**src/rtl/pipe_wb_regfile.sv**
```systemverilog
// Write-back stage and 32-entry general register file (r0 hard-wired to zero),
// with a committed-write counter. Define REGFILE_BYPASS_EN for write-through reads.
module pipe_wb_regfile #(
  parameter int                 DATA_W    = 32,
  parameter logic [DATA_W-1:0]  RESET_VAL = '0
) (
  input  logic              clock,
  input  logic              resetn,
  input  logic              wwreg,
  input  logic              wm2reg,
  input  logic [4:0]        wrn,
  input  logic [DATA_W-1:0] walu,
  input  logic [DATA_W-1:0] wmo,
  input  logic [4:0]        rna,
  input  logic [4:0]        rnb,
  output logic [DATA_W-1:0] qa,
  output logic [DATA_W-1:0] qb,
  output logic [DATA_W-1:0] wdi,
  output logic              wcommit,
  output logic [31:0]       wb_count
);

  logic [DATA_W-1:0] rf [1:31];
  logic [31:0]       wb_count_q;
  logic [DATA_W-1:0] rda;
  logic [DATA_W-1:0] rdb;

  assign wdi     = wm2reg ? wmo : walu;
  assign wcommit = wwreg & (wrn != 5'd0) & resetn;

  always_ff @(posedge clock) begin
    if (!resetn) begin
      for (int i = 1; i < 32; i++) begin
        rf[i] <= RESET_VAL;
      end
    end else if (wcommit) begin
      rf[wrn] <= wdi;
    end
  end

  // Counter wraps naturally at 2^32; writes aimed at r0 never reach wcommit.
  always_ff @(posedge clock) begin
    if (!resetn) begin
      wb_count_q <= '0;
    end else if (wcommit) begin
      wb_count_q <= wb_count_q + 32'd1;
    end
  end

  assign wb_count = wb_count_q;

  always_comb begin
    rda = '0;
    rdb = '0;
    if (rna != 5'd0) rda = rf[rna];
    if (rnb != 5'd0) rdb = rf[rnb];
  end

`ifdef REGFILE_BYPASS_EN
  // wcommit already excludes r0, so a bypass never overrides the zero read.
  always_comb begin
    qa = rda;
    qb = rdb;
    if (wcommit && (rna == wrn)) qa = wdi;
    if (wcommit && (rnb == wrn)) qb = wdi;
  end
`else
  always_comb begin
    qa = rda;
    qb = rdb;
  end
`endif

endmodule
```
**config.mk**
```make
export PLATFORM = sky130hd
export DESIGN_NAME = pipe_wb_regfile
export DESIGN_NICKNAME = d
export VERILOG_FILES = /design/src/rtl/pipe_wb_regfile.sv
export SDC_FILE = /design/constraint.sdc
export NUM_CORES = 2
export LEC_CHECK = 0
export CORE_MARGIN = 2
export CORE_UTILIZATION = 50
export DETAILED_ROUTE_END_ITERATION = 12
export PLACE_DENSITY = 0.74
export SYNTH_ARGS = -nofsm -noshare
export SYNTH_HDL_FRONTEND = slang
export SYNTH_SLANG_ARGS = --single-unit
```
**constraint.sdc**
```tcl
create_clock -name clock -period 7.1 [get_ports clock]
set_input_delay 1.065 -clock clock [delete_from_list [all_inputs] [get_ports clock]]
set_output_delay 1.065 -clock clock [all_outputs]
set_load 0.01 [all_outputs]
```
[Word-level counts from Yosys, hierarchy flattened]
Memories as Yosys holds them, arrays and structs flattened.
Cells that the tools add are included.
Widths: inputs -> output; s select.
Word-level totals
  register bits: 32
  logic and storage cells: 19
  memories kept: 1
  RAM bits: 992
Memory list
  rf: depth 31, width 32, rd ports 2, clocked after Yosys merged registers in 0, wr ports 31, line 23  | logic [DATA_W-1:0] rf [1:31];
Operators by class
  multiplexer cells: 10
  bitwise logic cells: 2
  add/subtract/negate cells: 1
  reduce and logical (&&, ||, !) cells: 4
Operator list (count)
  $mux 32: 4
  $add 32x1->32 const B: 1
  $reduce_or 32->1: 1
  $reduce_bool 5->1: 3
  $mux 1: 5
  $mux 5: 1
  $and 1x1->1: 2

[Logic depth before layout (Yosys ltp)]
  depth in word-level cells: 8
  gate-level depth with buffers: 9
  gate-level depth less buffers: 5

[Least setup slack after synthesis]
OpenSTA, ideal clock, no wires.
  kind: input-to-output
  start: in rnb[0]
  end: out qb[21]
  data required time: 6035 ps
  arrival time: 2702 ps
  stages: 9
  slack: 3333 ps
  path through: buf_4 buf_6 buf_6 buf_6 and2b_4 a22oi_1 nand2_1 a21oi_1 a2111oi_0
On the way
  longest elaborated chain between the ends: 2
  elaborated cells between the ends (all ways): 3
  those cells by class: 1 x mux; 1 x reduce/logical; 1 x memory
Ends and longest elaborated chain
  start, declared: line 15  | input logic [4:0] rnb,
  $mem_v2 31x32 / $reduce_bool 5->1 (equally long branches)
  $mux 32 (*): line 56  | if (rnb != 5'd0) rdb = rf[rnb];
  end, declared: line 17  | output logic [DATA_W-1:0] qb,
Every way passes the cells marked *; elsewhere a longest branch is shown, timed or not.

[Worst setup path after layout]
  start: in rna[0]
  end: out qa[16]
On the way
  longest elaborated chain between the ends: 2
  elaborated cells between the ends (all ways): 3
  those cells by class: 1 x mux; 1 x reduce/logical; 1 x memory
Ends and longest elaborated chain
  start, declared: line 14  | input logic [4:0] rna,
  $mem_v2 31x32 / $reduce_bool 5->1 (equally long branches)
  $mux 32 (*): line 55  | if (rna != 5'd0) rda = rf[rna];
  end, declared: line 16  | output logic [DATA_W-1:0] qa,
Marked as above.

==> metrics.csv <==
metric,value,unit
drt pass-1 iters,6,
failing checks,capacitance limit,
met3 WL,23100,um
first-pass GRT wire length,249000,um
antenna-violating nets left,0,
Nets,3957,
critical setup path kind,primary input to output port,
Final setup viols,0,
Via density,6.88,
Cells after Synth,3771,
clk sinks,1056,
WHS Path Cells,2,
Area Overhead vs Synth,13.2,%
Met2 Wirelength,79700,um
Die Wd,334,um
part of the cycle the worst path needs,83.6,%
Initial Util,50.2,%
Seq cells post-synth,1056,
post-synthesis sequential area ratio,57.7,%
RR Startpoint,wb_count[11]$_SDFFE_PN0P_,
DRC Markers,0,
met1 WL,58500,um
Seq pwr share,48.4,%
PD cells,247,nW/um2
Core Rows,121,
"reg-to-reg slack, setup",5090,ps
Area contributors post-synth,"edfxtp_1, mux4_2, nor2_1",
crit path DAT,4870,ps
DP Worst Slack,1300,ps
post-synth top area cell,edfxtp_1,
Critical Path RT,6030,ps
Detailed Route Iter0 Violations,6134,
# IOs,212,
Pleak,21.0,nW
synth warn,0,
Peak VDD IR,0.202,mV
Layout Skew,32.6,ps
dominant synthesized flop cell,edfxtp_1,
Sw Pwr,3.85,mW
die span in y,334,um
root buf cell,clkbuf_16,
CTS tree,built,
clock slew at reported path FFs,60,ps
clock period minus worst slack,5940,ps
top-count cell post-synth,nor2_1,
fin. max-slew vios,0,
Async SR Flop Fraction,0,%
number of global-route vias before repair,36521,
final global-route overflow total,0,
crit path max fanout,56,
post-CTS setup buffers,0,
min setup slack post-route,1160,ps
reg2reg path depth,5,
Setup TNS,0,ps
worst min path class,flop to flop,
Overall Global Routing Usage,30.9,%
Routed wire per std cell,32.2,um
Inserted Clock Buffers,110,
Max-slew headroom,0.873,%
Mapped Avg Cell Area,14.4,um2
Synth Cell Area,54400,um2
Combinational Power Share,13.6,%
core region area,108000,um2
latest clock arrival within the worst-skew pair,700,ps
Die Footprint,111000,um2
Worst Hold Path EP,wb_count[31]$_SDFFE_PN0P_,
clock power share,38.0,%
Fin. Hold Viols,0,
Worst Setup End Kind,output port,
fmax,168,MHz
Unique masters post-synth,50,
CTS resizes,0,
max_cap viols,1,
Routed WL,173000,um
Least-Margin Pin Slew,1450,ps
Worst Hold Launch,wb_count[31]$_SDFFE_PN0P_,
Sw Ratio,25.3,%
CTS H-Tree Depth,3,
IO buf count,211,
number of enable flip-flop cells after synthesis,1024,
Critical Path Start Type,primary input,
CTS max path bufs,3,
hpwl dp,104000,um
Pint,11.4,mW
GP Congestion,0.878,
dpl cells,5175,
Vias,36978,
Post-synth top cells,"nor2_1, edfxtp_1, mux4_2, clkbuf_1, mux2i_1",
top layer in use,met5,
status,"complete, but fails checks",
initial antenna violation count,9,
post-synth top area share,56.5,%
Non-Filler Instances,5374,
end of the worst register-to-register path,wb_count[26]$_SDFFE_PN0P_,
Post-CTS Hold Buffers,0,
layout cells sized above 1,24.1,%
unrepaired setup endpoints after global routing,false,
largest net degree at the start of global routing,88,
## placed cells by master, fill, tap and decap left out, types with 6 or more instances in the layout
| cell type | instances |
|---|---|
| and3_1 | 6 |
| nor3_1 | 8 |
| dfxtp_1 | 32 |
| a2111oi_0 | 31 |
| nand2b_1 | 7 |
| a211oi_1 | 71 |
| mux2i_4 | 32 |
| buf_12 | 10 |
| nor4_1 | 7 |
| nand2_2 | 31 |
| o21ai_0 | 27 |
| a22oi_1 | 17 |
| nor2_1 | 1066 |
| buf_4 | 137 |
| a221oi_1 | 29 |
| buf_8 | 6 |
| clkdlybuf4s50_1 | 199 |
| clkbuf_1 | 22 |
| bufinv_16 | 11 |
| inv_1 | 38 |
| nand3_1 | 24 |
| nor2b_1 | 76 |
| clkinv_2 | 14 |
| conb_1 | 32 |
| xnor2_1 | 15 |
| nand2_1 | 54 |
| a221oi_2 | 18 |
| a2111oi_1 | 11 |
| clkinv_1 | 25 |
| mux4_2 | 512 |
| mux2_2 | 39 |
| a21oi_1 | 59 |
| clkbuf_16 | 111 |
| edfxtp_1 | 1024 |
| mux2i_1 | 91 |
## power groups by stage
stage / clock network [mW] / logic (mW) / registers (mW)
2_1_floorplan: 0 / 1.25 / 7.40
3_3_place_gp: 0 / 2.01 / 7.44
3_5_place_dp: 0 / 2.02 / 7.47
4_1_cts: 5.80 / 2.03 / 7.34
5_1_grt: 6.03 / 2.12 / 7.38
6_report: 5.78 / 2.07 / 7.35
## worst max path at each step
stage | slack [ps] | from | end
floorplan | 3330 | rnb[0] | qb[21]
global placement | 1230 | rnb[2] | qb[31]
detailed placement | 1300 | rna[0] | qa[16]
CTS | 1280 | rna[0] | qa[16]
global route | 1070 | rna[0] | qa[16]
finish | 1160 | rna[0] | qa[16]
## per-layer routing
layer  vias to the layer above  global-route usage (%)
li1                      14597                       -
met1                     18668                    40.2
met2                      3143                    47.7
met3                       560                    7.21
met4                        10                    18.3
met5                         -                       0
## kinds of logic (layout without fill, tap and decap cells)
| logic type | Yosys count | in the layout | synth area share [%] |
|---|---|---|---|
| adder cells (fa/ha/maj) | 1 | 1 | 0.0230 |
| XOR/XNOR | 16 | 16 | 0.258 |
| AND/OR/NAND/NOR | 1314 | 1314 | 9.79 |
| multiplexers | 674 | 674 | 24.3 |
| flip-flops | 1056 | 1056 | 57.7 |
| buffers and inverters | 437 | 592 | 4.19 |
| other | 1 | 35 | 0.00689 |
| AO/OA/AOI/OAI | 272 | 272 | 3.78 |
## through the flow
stage                     instance area [um2]  power, mW  hold slack [ps]  utilization [%]
final                                   61600       15.2              494             56.8
after detailed placement                58000       9.49              472             53.5
after CTS                               61600       15.2              502             56.8
after floorplan                         54500       8.64              486                -
after global placement                  58000       9.45              468             53.5
after global routing                    61600       15.5              528             56.8
## worst max-delay path: stages
cell and delay (ps):
buf_8 480, nor2b_1 1070, a22oi_1 370, nand2_1 190, a21oi_1 160, a2111oi_0 590
buf_4 230, clkdlybuf4s50_1 610
## registers in the layout, summed over array words and instances, names as in the netlist
signal,flops
rf,1024
wb_count,32
## final cells by class
| type | instances | area (um2) |
|---|---|---|
| tap | 1414 | 1770 |
| inverter | 38 | 143 |
| sequential | 1056 | 31400 |
| timing repair buffer | 358 | 3350 |
| fill | 8278 | 46800 |
| antenna | 3 | 7.51 |
| clock inverter | 60 | 653 |
| clock buffer | 136 | 2900 |
| multi-input combinational | 2309 | 21400 |
Power figures use the tool's default switching activity.
